==> config.mk <==
export PLATFORM = sky130hd
export DESIGN_NAME = wb_stage_flat
export DESIGN_NICKNAME = d
export VERILOG_FILES = /design/src/rtl/wb_stage_if.sv /design/src/rtl/wb_stage.sv /design/src/flat_wrapper.sv
export SDC_FILE = /design/constraint.sdc
export NUM_CORES = 1
export LEC_CHECK = 0
export CAP_MARGIN = 20
export CORE_ASPECT_RATIO = 1.25
export CORE_UTILIZATION = 65
export CTS_BUF_LIST = sky130_fd_sc_hd__clkbuf_16
export DETAILED_ROUTE_END_ITERATION = 12
export DONT_BUFFER_PORTS = 1
export PLACE_DENSITY = 0.9
export SLEW_MARGIN = 20
export SYNTH_ARGS = -nofsm -noshare
export SYNTH_HDL_FRONTEND = slang
export SYNTH_SLANG_ARGS = --single-unit
==> constraint.sdc <==
create_clock -name clk -period 10.3 [get_ports clk]
set_input_delay 1.03 -clock clk [delete_from_list [all_inputs] [get_ports clk]]
set_output_delay 1.03 -clock clk [all_outputs]
set_load 0.02 [all_outputs]
==> src/rtl/wb_stage_if.sv <==
// Writeback-stage bundle: MEM-stage inputs, late-unit valid/ready port, write port and hazard outputs.
// No storage; purely a signal grouping.
// master = pipeline / late unit / hazard side, slave = wb_stage.
interface wb_stage_if;
  // MEM-stage side
  logic        stall_w;
  logic        flush_w;
  logic        regwrite_m;
  logic [1:0]  result_src_m;
  logic [4:0]  rd_m;
  logic [2:0]  funct3_m;
  logic [31:0] alu_result_m;
  logic [31:0] read_data_m;
  logic [31:0] pc_plus_4_m;
  // late-unit result port
  logic        lu_valid;
  logic [4:0]  lu_rd;
  logic [31:0] lu_data;
  logic        lu_ready;
  // register-file write port and forwarding/hazard outputs
  logic        writeback_control;
  logic [4:0]  rd;
  logic [31:0] writeback_data;
  logic [31:0] result_w;
  logic [4:0]  rd_w;
  logic        regwrite_w;
  logic [31:0] lu_pending_mask;
  logic        stall_req;

  modport master (
    output stall_w, flush_w, regwrite_m, result_src_m, rd_m, funct3_m,
           alu_result_m, read_data_m, pc_plus_4_m, lu_valid, lu_rd, lu_data,
    input  lu_ready, writeback_control, rd, writeback_data, result_w, rd_w,
           regwrite_w, lu_pending_mask, stall_req
  );

  modport slave (
    input  stall_w, flush_w, regwrite_m, result_src_m, rd_m, funct3_m,
           alu_result_m, read_data_m, pc_plus_4_m, lu_valid, lu_rd, lu_data,
    output lu_ready, writeback_control, rd, writeback_data, result_w, rd_w,
           regwrite_w, lu_pending_mask, stall_req
  );
endinterface

==> src/rtl/wb_stage.sv <==
// Writeback stage: MEM/WB register, result select, write-port merge of a late-unit FIFO.
// Latency: M-stage result on write port 1 cycle after capture; late-unit result >= 1 cycle.
// Backpressure: lu_ready = FIFO not full (registered); stall_req after STARVE_LIMIT waiting cycles.
// Optional: define WB_LOAD_EXT_EN to extract/extend byte and halfword loads here.
module wb_stage #(
  parameter int LU_DEPTH     = 2,
  parameter int STARVE_LIMIT = 4
) (
  input logic        clk,
  input logic        reset,
  wb_stage_if.slave  wb_if
);
  localparam int PW = $clog2(LU_DEPTH);

  // MEM/WB pipeline register
  logic        regwrite_q, regwrite_d;
  logic [1:0]  src_q, src_d;
  logic [4:0]  rd_q, rd_d;
  logic [31:0] alu_q, alu_d;
  logic [31:0] rdata_q, rdata_d;
  logic [31:0] pc4_q, pc4_d;
  logic [31:0] load_val;
  logic [31:0] result;

  // late-unit FIFO: a valid bit per slot makes full/empty/mask trivial
  logic [4:0]          fifo_rd_q  [LU_DEPTH];
  logic [31:0]         fifo_dat_q [LU_DEPTH];
  logic [LU_DEPTH-1:0] fifo_vld_q, fifo_vld_d;
  logic [PW-1:0]       wr_ptr_q, wr_ptr_d, rd_ptr_q, rd_ptr_d;
  logic [3:0]          starve_q, starve_d;
  logic                pipe_owns, fifo_empty, push, pop;

  // next-state for MEM/WB: flush beats stall beats load
  always_comb begin
    regwrite_d = regwrite_q;
    src_d      = src_q;
    rd_d       = rd_q;
    alu_d      = alu_q;
    rdata_d    = rdata_q;
    pc4_d      = pc4_q;
    if (wb_if.flush_w) begin
      regwrite_d = 1'b0;
    end else if (!wb_if.stall_w) begin
      regwrite_d = wb_if.regwrite_m;
      src_d      = wb_if.result_src_m;
      rd_d       = wb_if.rd_m;
      alu_d      = wb_if.alu_result_m;
      rdata_d    = wb_if.read_data_m;
      pc4_d      = wb_if.pc_plus_4_m;
    end
  end

  // MEM/WB register state
  always_ff @(posedge clk or negedge reset) begin
    if (!reset) begin
      regwrite_q <= 1'b0;
      src_q      <= 2'b00;
      rd_q       <= 5'd0;
      alu_q      <= 32'd0;
      rdata_q    <= 32'd0;
      pc4_q      <= 32'd0;
    end else begin
      regwrite_q <= regwrite_d;
      src_q      <= src_d;
      rd_q       <= rd_d;
      alu_q      <= alu_d;
      rdata_q    <= rdata_d;
      pc4_q      <= pc4_d;
    end
  end

`ifdef WB_LOAD_EXT_EN
  logic [2:0]  funct3_q;
  logic [7:0]  ld_byte;
  logic [15:0] ld_half;

  // funct3 shares the MEM/WB hold/load behaviour; its value is irrelevant after a flush
  always_ff @(posedge clk or negedge reset) begin
    if (!reset)                                  funct3_q <= 3'b000;
    else if (!wb_if.flush_w && !wb_if.stall_w)   funct3_q <= wb_if.funct3_m;
  end

  // byte/halfword extraction; offset-3 halfword only has one byte left in the word
  always_comb begin
    case (alu_q[1:0])
      2'd0:    begin ld_byte = rdata_q[7:0];   ld_half = rdata_q[15:0];          end
      2'd1:    begin ld_byte = rdata_q[15:8];  ld_half = rdata_q[23:8];          end
      2'd2:    begin ld_byte = rdata_q[23:16]; ld_half = rdata_q[31:16];         end
      default: begin ld_byte = rdata_q[31:24]; ld_half = {8'h00, rdata_q[31:24]}; end
    endcase
    case (funct3_q)
      3'b000:  load_val = {{24{ld_byte[7]}}, ld_byte};
      3'b001:  load_val = {{16{ld_half[15]}}, ld_half};
      3'b100:  load_val = {24'd0, ld_byte};
      3'b101:  load_val = {16'd0, ld_half};
      default: load_val = rdata_q;
    endcase
  end
`else
  // memory already extracted the load; funct3 carries no information here
  logic unused_funct3;
  assign unused_funct3 = ^wb_if.funct3_m;
  assign load_val      = rdata_q;
`endif

  // architectural result select; reserved encoding falls back to ALU
  always_comb begin
    case (src_q)
      2'b01:   result = load_val;
      2'b10:   result = pc4_q;
      default: result = alu_q;
    endcase
  end

  assign wb_if.result_w   = result;
  assign wb_if.rd_w       = rd_q;
  assign wb_if.regwrite_w = regwrite_q;

  // a pipeline write to x0 is idle time for the port
  assign pipe_owns      = regwrite_q && (rd_q != 5'd0);
  assign fifo_empty     = !fifo_vld_q[rd_ptr_q];
  assign pop            = !pipe_owns && !fifo_empty;
  assign wb_if.lu_ready = !fifo_vld_q[wr_ptr_q];
  assign push           = wb_if.lu_valid && wb_if.lu_ready && (wb_if.lu_rd != 5'd0);
  assign wb_if.stall_req = (starve_q >= 4'(STARVE_LIMIT));

  // FIFO control next-state and head starvation counter
  always_comb begin
    fifo_vld_d = fifo_vld_q;
    wr_ptr_d   = wr_ptr_q;
    rd_ptr_d   = rd_ptr_q;
    starve_d   = starve_q;
    if (pop) begin
      fifo_vld_d[rd_ptr_q] = 1'b0;
      rd_ptr_d             = rd_ptr_q + PW'(1);
    end
    if (push) begin
      fifo_vld_d[wr_ptr_q] = 1'b1;
      wr_ptr_d             = wr_ptr_q + PW'(1);
    end
    if (pop || fifo_empty)      starve_d = 4'd0;
    else if (starve_q != 4'hF)  starve_d = starve_q + 4'd1;
  end

  // FIFO control state; reset drops every entry
  always_ff @(posedge clk or negedge reset) begin
    if (!reset) begin
      fifo_vld_q <= '0;
      wr_ptr_q   <= '0;
      rd_ptr_q   <= '0;
      starve_q   <= 4'd0;
    end else begin
      fifo_vld_q <= fifo_vld_d;
      wr_ptr_q   <= wr_ptr_d;
      rd_ptr_q   <= rd_ptr_d;
      starve_q   <= starve_d;
    end
  end

  // FIFO payload storage; contents only observed through valid slots
  always_ff @(posedge clk) begin
    if (push) begin
      fifo_rd_q[wr_ptr_q]  <= wb_if.lu_rd;
      fifo_dat_q[wr_ptr_q] <= wb_if.lu_data;
    end
  end

  // destinations still owed by the late unit, for the hazard unit
  always_comb begin
    wb_if.lu_pending_mask = 32'd0;
    for (int i = 0; i < LU_DEPTH; i++) begin
      if (fifo_vld_q[i]) wb_if.lu_pending_mask[fifo_rd_q[i]] = 1'b1;
    end
  end

  // write-port arbitration: pipeline first, then FIFO head, else idle
  always_comb begin
    wb_if.writeback_control = 1'b0;
    wb_if.rd                = 5'd0;
    wb_if.writeback_data    = 32'd0;
    if (pipe_owns) begin
      wb_if.writeback_control = 1'b1;
      wb_if.rd                = rd_q;
      wb_if.writeback_data    = result;
    end else if (!fifo_empty) begin
      wb_if.writeback_control = 1'b1;
      wb_if.rd                = fifo_rd_q[rd_ptr_q];
      wb_if.writeback_data    = fifo_dat_q[rd_ptr_q];
    end
  end
endmodule
==> src/flat_wrapper.sv <==
// flat-port wrapper written by rule: the top's interface ports become plain ports
module wb_stage_flat 
#(
  parameter int LU_DEPTH     = 2,
  parameter int STARVE_LIMIT = 4
)
  (clk, reset, wb_if_stall_w, wb_if_flush_w, wb_if_regwrite_m, wb_if_result_src_m, wb_if_rd_m, wb_if_funct3_m, wb_if_alu_result_m, wb_if_read_data_m, wb_if_pc_plus_4_m, wb_if_lu_valid, wb_if_lu_rd, wb_if_lu_data, wb_if_lu_ready, wb_if_writeback_control, wb_if_rd, wb_if_writeback_data, wb_if_result_w, wb_if_rd_w, wb_if_regwrite_w, wb_if_lu_pending_mask, wb_if_stall_req);
  wb_stage_if wb_if_i ();
  input logic clk;
  input logic reset;
  input wire logic [$bits(wb_if_i.stall_w)-1:0] wb_if_stall_w;
  input wire logic [$bits(wb_if_i.flush_w)-1:0] wb_if_flush_w;
  input wire logic [$bits(wb_if_i.regwrite_m)-1:0] wb_if_regwrite_m;
  input wire logic [$bits(wb_if_i.result_src_m)-1:0] wb_if_result_src_m;
  input wire logic [$bits(wb_if_i.rd_m)-1:0] wb_if_rd_m;
  input wire logic [$bits(wb_if_i.funct3_m)-1:0] wb_if_funct3_m;
  input wire logic [$bits(wb_if_i.alu_result_m)-1:0] wb_if_alu_result_m;
  input wire logic [$bits(wb_if_i.read_data_m)-1:0] wb_if_read_data_m;
  input wire logic [$bits(wb_if_i.pc_plus_4_m)-1:0] wb_if_pc_plus_4_m;
  input wire logic [$bits(wb_if_i.lu_valid)-1:0] wb_if_lu_valid;
  input wire logic [$bits(wb_if_i.lu_rd)-1:0] wb_if_lu_rd;
  input wire logic [$bits(wb_if_i.lu_data)-1:0] wb_if_lu_data;
  output wire logic [$bits(wb_if_i.lu_ready)-1:0] wb_if_lu_ready;
  output wire logic [$bits(wb_if_i.writeback_control)-1:0] wb_if_writeback_control;
  output wire logic [$bits(wb_if_i.rd)-1:0] wb_if_rd;
  output wire logic [$bits(wb_if_i.writeback_data)-1:0] wb_if_writeback_data;
  output wire logic [$bits(wb_if_i.result_w)-1:0] wb_if_result_w;
  output wire logic [$bits(wb_if_i.rd_w)-1:0] wb_if_rd_w;
  output wire logic [$bits(wb_if_i.regwrite_w)-1:0] wb_if_regwrite_w;
  output wire logic [$bits(wb_if_i.lu_pending_mask)-1:0] wb_if_lu_pending_mask;
  output wire logic [$bits(wb_if_i.stall_req)-1:0] wb_if_stall_req;
  assign wb_if_i.stall_w = wb_if_stall_w;
  assign wb_if_i.flush_w = wb_if_flush_w;
  assign wb_if_i.regwrite_m = wb_if_regwrite_m;
  assign wb_if_i.result_src_m = wb_if_result_src_m;
  assign wb_if_i.rd_m = wb_if_rd_m;
  assign wb_if_i.funct3_m = wb_if_funct3_m;
  assign wb_if_i.alu_result_m = wb_if_alu_result_m;
  assign wb_if_i.read_data_m = wb_if_read_data_m;
  assign wb_if_i.pc_plus_4_m = wb_if_pc_plus_4_m;
  assign wb_if_i.lu_valid = wb_if_lu_valid;
  assign wb_if_i.lu_rd = wb_if_lu_rd;
  assign wb_if_i.lu_data = wb_if_lu_data;
  assign wb_if_lu_ready = wb_if_i.lu_ready;
  assign wb_if_writeback_control = wb_if_i.writeback_control;
  assign wb_if_rd = wb_if_i.rd;
  assign wb_if_writeback_data = wb_if_i.writeback_data;
  assign wb_if_result_w = wb_if_i.result_w;
  assign wb_if_rd_w = wb_if_i.rd_w;
  assign wb_if_regwrite_w = wb_if_i.regwrite_w;
  assign wb_if_lu_pending_mask = wb_if_i.lu_pending_mask;
  assign wb_if_stall_req = wb_if_i.stall_req;
  wb_stage #(.LU_DEPTH(LU_DEPTH), .STARVE_LIMIT(STARVE_LIMIT)) u_core (.clk(clk), .reset(reset), .wb_if(wb_if_i));
endmodule
# ---- Word level (Yosys, flattened, before mapping)
# Memory sizes are Yosys's and may differ from the RTL's.
# Cells that the tools add are included.
dict set report op_classes {
  addsub 3
  n_eq_ne 4
  n_lt_le_gt_ge 9
  n_reduce_logical 16
  bitwise_logic 6
  n_mux 29
}
# op count
set ops {}
lappend ops {{2-to-1 mux 32 bit} 4}
lappend ops {{one-hot mux 32 bit (2 select lines)} 1}
lappend ops {{bitwise OR 32 bit} 1}
lappend ops {{2-to-1 mux 1 bit} 14}
lappend ops {{< comparator 5 x 6 -> 1 bit, second input constant} 2}
lappend ops {{demux 1 bit (select 5 bit)} 2}
lappend ops {{greater-or-equal comparator 5 x 1 -> 1 bit, second input constant} 2}
lappend ops {{2-to-1 mux 5 bit} 2}
lappend ops {{nonzero test 5 bit} 2}
lappend ops {{logical AND 1 bit} 8}
lappend ops {{2-to-1 mux 4 bit} 2}
lappend ops {{adder 4 x 1 -> 4 bit, second input constant} 1}
lappend ops {{greater-or-equal comparator 4 x 3 -> 1 bit, second input constant} 1}
lappend ops {{< comparator 1 x 2 -> 1 bit, second input constant} 2}
lappend ops {{2-to-1 mux 2 bit} 2}
lappend ops {{inequality test 4 bit, second input constant} 1}
lappend ops {{logical NOT 1 bit} 3}
lappend ops {{adder 1 bit, second input constant} 2}
lappend ops {{bitwise AND 2 bit} 1}
lappend ops {{demux 1 bit (select 1 bit)} 2}
lappend ops {{equality test 2 x 1 -> 1 bit, second input constant} 1}
lappend ops {{equality test 2 bit, second input constant} 1}
lappend ops {{greater-or-equal comparator 1 bit, second input constant} 2}
lappend ops {{inequality test 2 x 1 -> 1 bit, second input constant} 1}
lappend ops {{6 further kinds} 7}
dict set report word_totals {
  in_bits 149
  regBits 112
  output_inout_bits 110
  mem_bits_rw 74
  elab_cells 79
  memories 2
}
# name words width read_ports rd_ports_with_merged_regs write_ports line
set memory_table {}
lappend memory_table {u_core.fifo_dat_q 2 32 1 0 1 wb_stage.sv:27} ;# logic [31:0] fifo_dat_q [LU_DEPTH];
lappend memory_table {u_core.fifo_rd_q 2 5 3 0 1 wb_stage.sv:26} ;# logic [4:0] fifo_rd_q [LU_DEPTH];

# ---- Depth between registers and ports, before layout
# Gate-level depths: netlist of the first run.
dict set report depth {
  word_depth 9
  mapped_depth 8
  ltp_nobuf 6
}

# ---- Least setup slack after synthesis of the first run
# Ideal clock, no wire load.
dict set report synth_path {
  path_kind {input -> register}
  from {in wb_if_lu_rd[0]}
  to {mem u_core.fifo_dat_q[1][0], enable pin}
  arrival_ns 4.024
  slack_ns 5.788
  setup_ns 0.488
  path_stages 3
  cell_sequence {or4_1 > o21ai_0 > nor3b_1}
}
dict set report synth_via {
  elab_chain_len 4
}
# element line
set synth_lines {}
lappend synth_lines {{from (decl)} flat_wrapper.sv:21} ;# input wire logic [$bits(wb_if_i.lu_rd)-1:0] wb_if_lu_rd;
lappend synth_lines {{nonzero test 5 bit} wb_stage.sv:124} ;# assign push = wb_if.lu_valid && wb_if.lu_ready && (wb_if.lu_rd != 5'd0);
lappend synth_lines {{logical AND 1 bit} wb_stage.sv:124}
lappend synth_lines {{2-to-1 mux 1 bit} wb_stage.sv:162} ;# if (push) begin
lappend synth_lines {{2-to-1 mux 1 bit (not written as such)} wb_stage.sv:164} ;# fifo_dat_q[wr_ptr_q] <= wb_if.lu_data;
lappend synth_lines {{to (decl)} wb_stage.sv:27}
# Every way passes these cells.

# ---- Worst setup path after layout of the first run
dict set report layout_path {
  from {reg u_core.rd_q[0] (netlist: u_core.wb_if.rd_w[0])}
  to {out wb_if_writeback_data[9]}
}
dict set report layout_via {
  elab_chain_len 3
}
# element line
set layout_lines {}
lappend layout_lines {{from (decl)} wb_stage.sv:18} ;# logic [4:0] rd_q, rd_d;
lappend layout_lines {{from (signal assigned)} wb_stage.sv:65} ;# rd_q <= rd_d;
lappend layout_lines {{nonzero test 5 bit} wb_stage.sv:120} ;# assign pipe_owns = regwrite_q && (rd_q != 5'd0);
lappend layout_lines {{logical AND 1 bit} wb_stage.sv:120}
lappend layout_lines {{2-to-1 mux 32 bit} wb_stage.sv:181} ;# if (pipe_owns) begin
lappend layout_lines {{to (decl)} flat_wrapper.sv:26} ;# output wire logic [$bits(wb_if_i.writeback_data)-1:0] wb_if_writeback_data;
# Every way passes these cells.

==> run metrics, run 1 <==
buffering stage count on the worst path with inverters included=1; die span in x=104 um; worst IR drop on VDD=0.000159 V; layout overhead on the synthesized area=8.27%; register area share after synthesis=59.6%; sort of element at the start of the critical path=flip-flop; arrival time at the worst endpoint=3.04 ns; net count of the mapped netlist=803; share of post-route cells with drive strength above 1=25.9%; post-route core utilization=72.1%; relative slew slack=26.0%; detailed placer's ending HPWL=14.5 mm; worst-skew pair later-pin latency=0.41 ns; Setup-failing EPs final=0; CP top delay family=compound AO/OA/AOI/OAI gates; Std-Cell Core Area=12700 um2; post_cts resized=0; initial standard-cell utilization of the core=66.6%; class of the most critical setup path=reg2out; total via count in the routed design=5413; count of standard-cell rows=46; cells after synthesis=651; number of hold violations in the final report=0; number of clock sinks=186; number of buffer cells added on primary ports=0; All-Layer GR Usage=30.4%; Final Net Count=783; most common cell after layout, fill and taps aside=dfrtp_1; detailed-route wire length=20.2 mm; library cells used by synthesis=37; Hold Buf Count CTS=0; commonest non-fill, non-tap cells in the layout=dfrtp_1 (111), mux2_2 (101), nand2_1 (79), edfxtp_1 (74), mux2i_1 (40); post-CTS setup-driven buffer insertion count=0; Fin Clk Skew=0.00901 ns; violation count after the first detailed-route iteration=513; vias per cell=6.67; Bufs on Longest Clock Path=2; Slew @ Worst Pin=1.10 ns; Pwr per Cell Area=253 nW/um2; mean post-synth cell area=13.0 um2; vias in the first global route=5545; Post-Route Setup TNS=0 ns; First-pass DRT Iterations=5; number of I/O pins=259; post-route minimum period=4.07 ns; maximum number of pins on one net before global-route repair=113; register bit total from synthesis=186; leakage power total=3.54 nW; type of element capturing the critical path=primary output; Critical Path RT=9.27 ns; final max-slew violation count=0; CTS tree=yes; Total Die Area=13400 um2; placer congestion estimate=0.884; Peak Freq=0.246 GHz; Post-Syn Area=8430 um2; RSZ-0062 raised after global routing=false; antenna violations before repair=1; root buf cell=clkbuf_16; part of the cycle the worst path needs=39.5%; residual DRC count=0; clock transition at the registers of the reported paths=0.07 ns; detail-routed net length per standard cell=24.8 um; max-capacitance violation count=0; Remaining Overflow, GRT=0; status=completed; count of antenna diodes in the layout=0; depth of the CTS H-tree=4; worst-path cell with the longest stage delay=o31ai_1; die boundary height=129 um; maximum fanout along the worst path=54; count of warnings emitted by yosys=0; post-detailed-route count of antenna-violating nets=0; number of buffers inserted during clock tree synthesis=17; critical-path cell list=or4_4, o21a_2, buf_4, o31ai_1; CP max stage delay=0.85 ns; global-route wire length before repair=30.4 mm; worst min path class=in2async
==> cell usage after synthesis <==
cell / count / share of area, %
a21o_1: 1 / 0.089
nor2_1: 7 / 0.31
a22oi_1: 32 / 2.8
buf_2: 6 / 0.36
o31ai_2: 11 / 1.6
nor4_1: 1 / 0.074
a21oi_1: 1 / 0.059
nor3b_1: 1 / 0.089
o22ai_1: 32 / 2.4
xnor2_1: 1 / 0.10
inv_1: 4 / 0.18
edfxtp_1: 74 / 26
a31oi_1: 1 / 0.074
dfrtp_1: 112 / 33
a2111oi_0: 1 / 0.10
clkbuf_1: 37 / 1.6
nand3b_1: 10 / 0.89
or4_4: 1 / 0.13
or3_1: 3 / 0.22
or4_1: 1 / 0.089
nand3_1: 6 / 0.36
o31ai_1: 24 / 2.1
buf_1: 1 / 0.044
clkbuf_2: 1 / 0.059
or2_1: 1 / 0.074
ha_1: 3 / 0.45
o21ai_1: 3 / 0.18
buf_6: 7 / 0.93
or3b_2: 4 / 0.42
o21ai_0: 37 / 2.2
nand2_1: 79 / 3.5
mux2_2: 101 / 13
mux2i_1: 41 / 4.9
o21a_1: 1 / 0.089
nor3_1: 3 / 0.18
and3_1: 1 / 0.074
or2_2: 1 / 0.074
==> cell families (layout without fill, tap and decap cells) <==
family	count (synthesis)	count (layout)	share of synthesized area [%]
fa+ha+maj	3	3	0.445
compound gates	144	144	11.8
xor+xnor	1	1	0.104
buf+inv	56	49	3.22
simple gates	119	119	6.50
flops	186	186	59.6
mux	142	142	18.4
==> stage by stage <==
step           total power [mW]  hold slack (ns)  cells  worst slack (ns)  cell area (um2)
3_5_place_dp               1.65            0.495    780              6.65             8510
6_report                   2.31            0.304    812              6.23             9130
5_1_grt                    2.40            0.274    812              6.08             9130
2_1_floorplan              1.49            0.481    651              5.79             8430
3_3_place_gp               1.62            0.490    780              6.68             8510
4_1_cts                    2.31            0.293    812              6.21             9130
==> per-layer routing <==
metal,routed length (um),global-route usage (%)
met5,0,0
met4,505,10.4
met3,2020,11.6
met2,11100,58.2
met1,6570,30.0
==> path summary, 6_finish.rpt <==
check	start	endpoint	slack, ns	cells after the start
max	u_core.wb_if.rd_w[0]	wb_if_writeback_data[9]	6.23	4
min	reset	u_core.alu_q[0]	0.30	0
max reg2reg	u_core.wb_if.rd_w[0]	u_core.fifo_vld_q[0]	8.12	5
min reg2reg	u_core.alu_q[2]	u_core.alu_q[2]	0.51	1
max in group asynchronous	reset	u_core.pc4_q[19]	9.87	0
min in group clk	u_core.alu_q[2]	u_core.alu_q[2]	0.51	1
==> power breakdown <==
part | switching, mW | total, mW | leakage, nW | internal (mW)
clock network | 0.283 | 0.672 | 0.299 | 0.389
registers | 0.0791 | 0.986 | 2.01 | 0.907
logic | 0.458 | 0.649 | 1.23 | 0.192
==> state kept, by name, indices dropped and copies added, names as in the netlist <==
signal / cells
u_core.starve_q: 4
u_core.fifo_vld_q: 2
u_core.pc4_q: 32
u_core.alu_q: 32
u_core.wr_ptr_q: 1
u_core.rd_ptr_q: 1
u_core.src_q: 2
u_core.load_val: 32
u_core.wb_if.regwrite_w: 1
u_core.fifo_rd_q: 10
u_core.fifo_dat_q: 64
u_core.wb_if.rd_w: 5
==> layout make-up <==
class | count | area, um2
Fill cell | 838 | 3530
Clock buffer | 17 | 425
Sequential cell | 186 | 5030
Multi-Input combinational cell | 409 | 3160
Timing Repair Buffer | 13 | 97.6
Tap cell | 168 | 210
Clock inverter | 15 | 190
Inverter | 4 | 15.0
(Power assumes the default switching activity.)
==> inputs of run 2 (changes only) <==
--- a/config.mk
+++ b/config.mk
@@ -7,11 +7,11 @@
 export LEC_CHECK = 0
 export CAP_MARGIN = 20
 export CORE_ASPECT_RATIO = 1.25
-export CORE_UTILIZATION = 65
+export CORE_UTILIZATION = 63
 export CTS_BUF_LIST = sky130_fd_sc_hd__clkbuf_16
 export DETAILED_ROUTE_END_ITERATION = 12
 export DONT_BUFFER_PORTS = 1
-export PLACE_DENSITY = 0.9
+export PLACE_DENSITY = 0.88
 export SLEW_MARGIN = 20
 export SYNTH_ARGS = -nofsm -noshare
 export SYNTH_HDL_FRONTEND = slang
==> constraint.sdc (replaced) <==
create_clock -name clk -period 3.8 [get_ports clk]
set_input_delay 0.38 -clock clk [delete_from_list [all_inputs] [get_ports clk]]
set_output_delay 0.38 -clock clk [all_outputs]
set_load 0.02 [all_outputs]
==> run 2 against run 1 <==
Effect of this change: sequential power grew to 2.7 times the previous value; die area grew 3.1%; global-route usage shrank 0.83 points; via count is 2.3% higher; sequential share of layout area fell by 0.88 points; critical path type unchanged; largest power group unchanged; highest routed layer unchanged.
==> run metrics, run 2 (synthesis results as in run 1) <==
detail-routed net length per standard cell=24.6 um (was 24.8 um); maximum number of pins on one net before global-route repair=113 (unchanged); worst IR drop on VDD=0.000488 V (was 0.000159 V); layout overhead on the synthesized area=10.0% (was 8.27%); highest-utilization routing layer at the global route stage=met2 (unchanged); Slew @ Worst Pin=1.06 ns (was 1.10 ns); hold path start=wb_if_flush_w; die boundary height=131 um (was 129 um); max-capacitance violation count=0 (unchanged); type of element capturing the critical path=primary output (unchanged); start of the worst register-to-register path=u_core.wb_if.rd_w[0] (unchanged); hold worst-path end=u_core.wb_if.regwrite_w; antenna violations before repair=2 (was 1); fill cell count=829 (was 838); Post-Route Setup TNS=0 ns (unchanged); part of the cycle the worst path needs=88.5%; root buf cell=clkbuf_16 (unchanged); critical-path cell list=or4_4, o21a_2, o31ai_1 (was or4_4, o21a_2, buf_4, o31ai_1); CP top delay family=compound AO/OA/AOI/OAI gates (unchanged); arrival time at the worst endpoint=2.98 ns (was 3.04 ns); Worst R2R Path Depth=4 (was 5); vias per cell=6.64 (was 6.67); footprint of the multi-input gates=3170 um2 (was 3160 um2); count of standard-cell rows=46 (unchanged); initial standard-cell utilization of the core=65.4% (was 66.6%); worst min path class=in2reg (was in2async); Total Die Area=13900 um2 (was 13400 um2); Hold Crit Depth=1; register-to-register setup slack=1.66 ns (was 8.12 ns); Final Net Count=803 (was 783); Fin Clk Skew=0.00718 ns (was 0.00901 ns); leakage power total=3.63 nW (was 3.54 nW); WHS=0.0322 ns (was 0.304 ns); sort of element at the start of the critical path=flip-flop (unchanged); share of post-route cells with drive strength above 1=28.2% (was 25.9%); post-CTS setup-driven buffer insertion count=0 (unchanged); met3 Use GR=9.28% (was 11.6%); CP max stage delay=0.94 ns (was 0.85 ns); maximum fanout along the worst path=53 (was 54); worst-path cell with the longest stage delay=o31ai_1 (unchanged); residual DRC count=0 (unchanged); number of buffers inserted during clock tree synthesis=17 (unchanged); Critical Path RT=3.42 ns (was 9.27 ns); status=completed (unchanged); number of hold violations in the final report=0 (unchanged); Largest register FFs=64 (unchanged); Post-Place Setup Slack=0.861 ns (was 6.65 ns); Most flops, register=u_core.fifo_dat_q (unchanged); final non-filler cell total=834 (was 812); total placed instance area=8670 um2 (was 8510 um2); CTS tree=yes (unchanged); Worst R2R End=u_core.fifo_vld_q[0] (unchanged); vias in the first global route=5591 (was 5545); worst-skew pair later-pin latency=0.41 ns (about the same); slack of the critical path=0.438 ns (was 6.23 ns); met1 GRT Util=31.2% (was 30.0%); number of I/O pins=259 (unchanged); Std-Cell Core Area=12900 um2 (was 12700 um2); Remaining Overflow, GRT=0 (unchanged); Peak Freq=0.297 GHz; First-pass DRT Iterations=6 (was 5); commonest non-fill, non-tap cells in the layout=dfrtp_1 (111), mux2_2 (101), nand2_1 (79), edfxtp_1 (74), mux2i_1 (40) (unchanged); RSZ-0062 raised after global routing=false (unchanged); Non-Filler Cell Area, Final=9280 um2 (was 9130 um2); die span in x=105 um (was 104 um); clock transition at the registers of the reported paths=0.07 ns (about the same); depth of the CTS H-tree=4 (unchanged); Bufs on Longest Clock Path=2 (unchanged); global-route wire length before repair=30.6 mm (was 30.4 mm); met2 layer usage reported by global route=53.9% (was 58.2%); placer congestion estimate=0.930 (was 0.884); buffering stage count on the worst path with inverters included=0 (was 1); relative slew slack=28.9% (was 26.0%); detailed-route wire length=20.5 mm (was 20.2 mm); most common cell after layout, fill and taps aside=dfrtp_1 (unchanged); Setup-failing EPs final=0 (unchanged); All-Layer GR Usage=29.6% (was 30.4%); final max-slew violation count=0 (unchanged); class of the most critical setup path=reg2out (unchanged); number of clock sinks=186 (unchanged); storage element area=5030 um2 (unchanged); number of placed instances, taps included=798 (was 780); Pwr per Cell Area=673 nW/um2 (was 253 nW/um2); violation count after the first detailed-route iteration=472 (was 513); post-detailed-route count of antenna-violating nets=0 (unchanged); detailed placer's ending HPWL=14.7 mm (was 14.5 mm); total via count in the routed design=5535 (was 5413); number of buffer cells added on primary ports=0 (unchanged); post-route minimum period=3.36 ns
-- run 2: cell types whose count changed in the layout (fill, tap and decap cells not counted) --
cell and delta:
clkinvlp_4 +1, buf_16 +1, clkinv_2 +1, buf_12 +1, clkinv_1 -1, buf_4 +17, bufinv_16 -2, nor3b_4 +1
dlygate4sd3_1 +1, nor3b_2 -1, inv_2 +1, diode_2 +2
-- run 2: metal layers --
layer	share of wire, %	up-vias
met5	0	-
met4	3.6	0
met3	9.8	53
met2	53	340
met1	33	2698
li1	-	2444
-- run 2: worst max path at each step --
stage,end,slack (ns),from,depth (start not counted)
after global routing,wb_if_writeback_data[10],0.29,u_core.src_q[1],6
after CTS,wb_if_writeback_data[10],0.40,u_core.src_q[1],6
final,wb_if_writeback_data[8],0.44,u_core.wb_if.rd_w[0],3
after detailed placement,wb_if_writeback_data[10],0.86,u_core.src_q[1],6
after global placement,wb_if_writeback_data[10],0.91,u_core.src_q[1],6
after floorplan,u_core.fifo_dat_q[1][0],1.26,wb_if_lu_rd[0],3
-- run 2: report_power, final --
group	leakage [nW]	total, mW	internal [mW]	switching (mW)
clock network	0.278	1.70	0.921	0.783
registers	2.01	2.67	2.46	0.218
logic	1.34	1.87	0.586	1.28
total	3.63	6.25	3.96	2.28
-- run 2: through the flow --
stage                     total power [mW]  util [%]
after floorplan                       4.04         -
after global placement                4.46      67.2
after detailed placement              4.54      67.2
after CTS                             6.26      71.9
after global routing                  6.49      72.0
final                                 6.25      72.0
-- run 2: layout make-up --
cell class                      count  area share (%)
Sequential cell                   186            54.2
Multi-Input combinational cell    409            34.2
Clock buffer                       17            4.59
Timing Repair Buffer               33            3.05
Tap cell                          168            2.27
Clock inverter                     15            1.54
Inverter                            4           0.162
Antenna cell                        2          0.0539
-- run 2: repair_timing --
action,CTS,global route
hold endpoints to repair,112,0
resized for setup,0,0
setup endpoints to repair,0,0
hold buffers,2,0
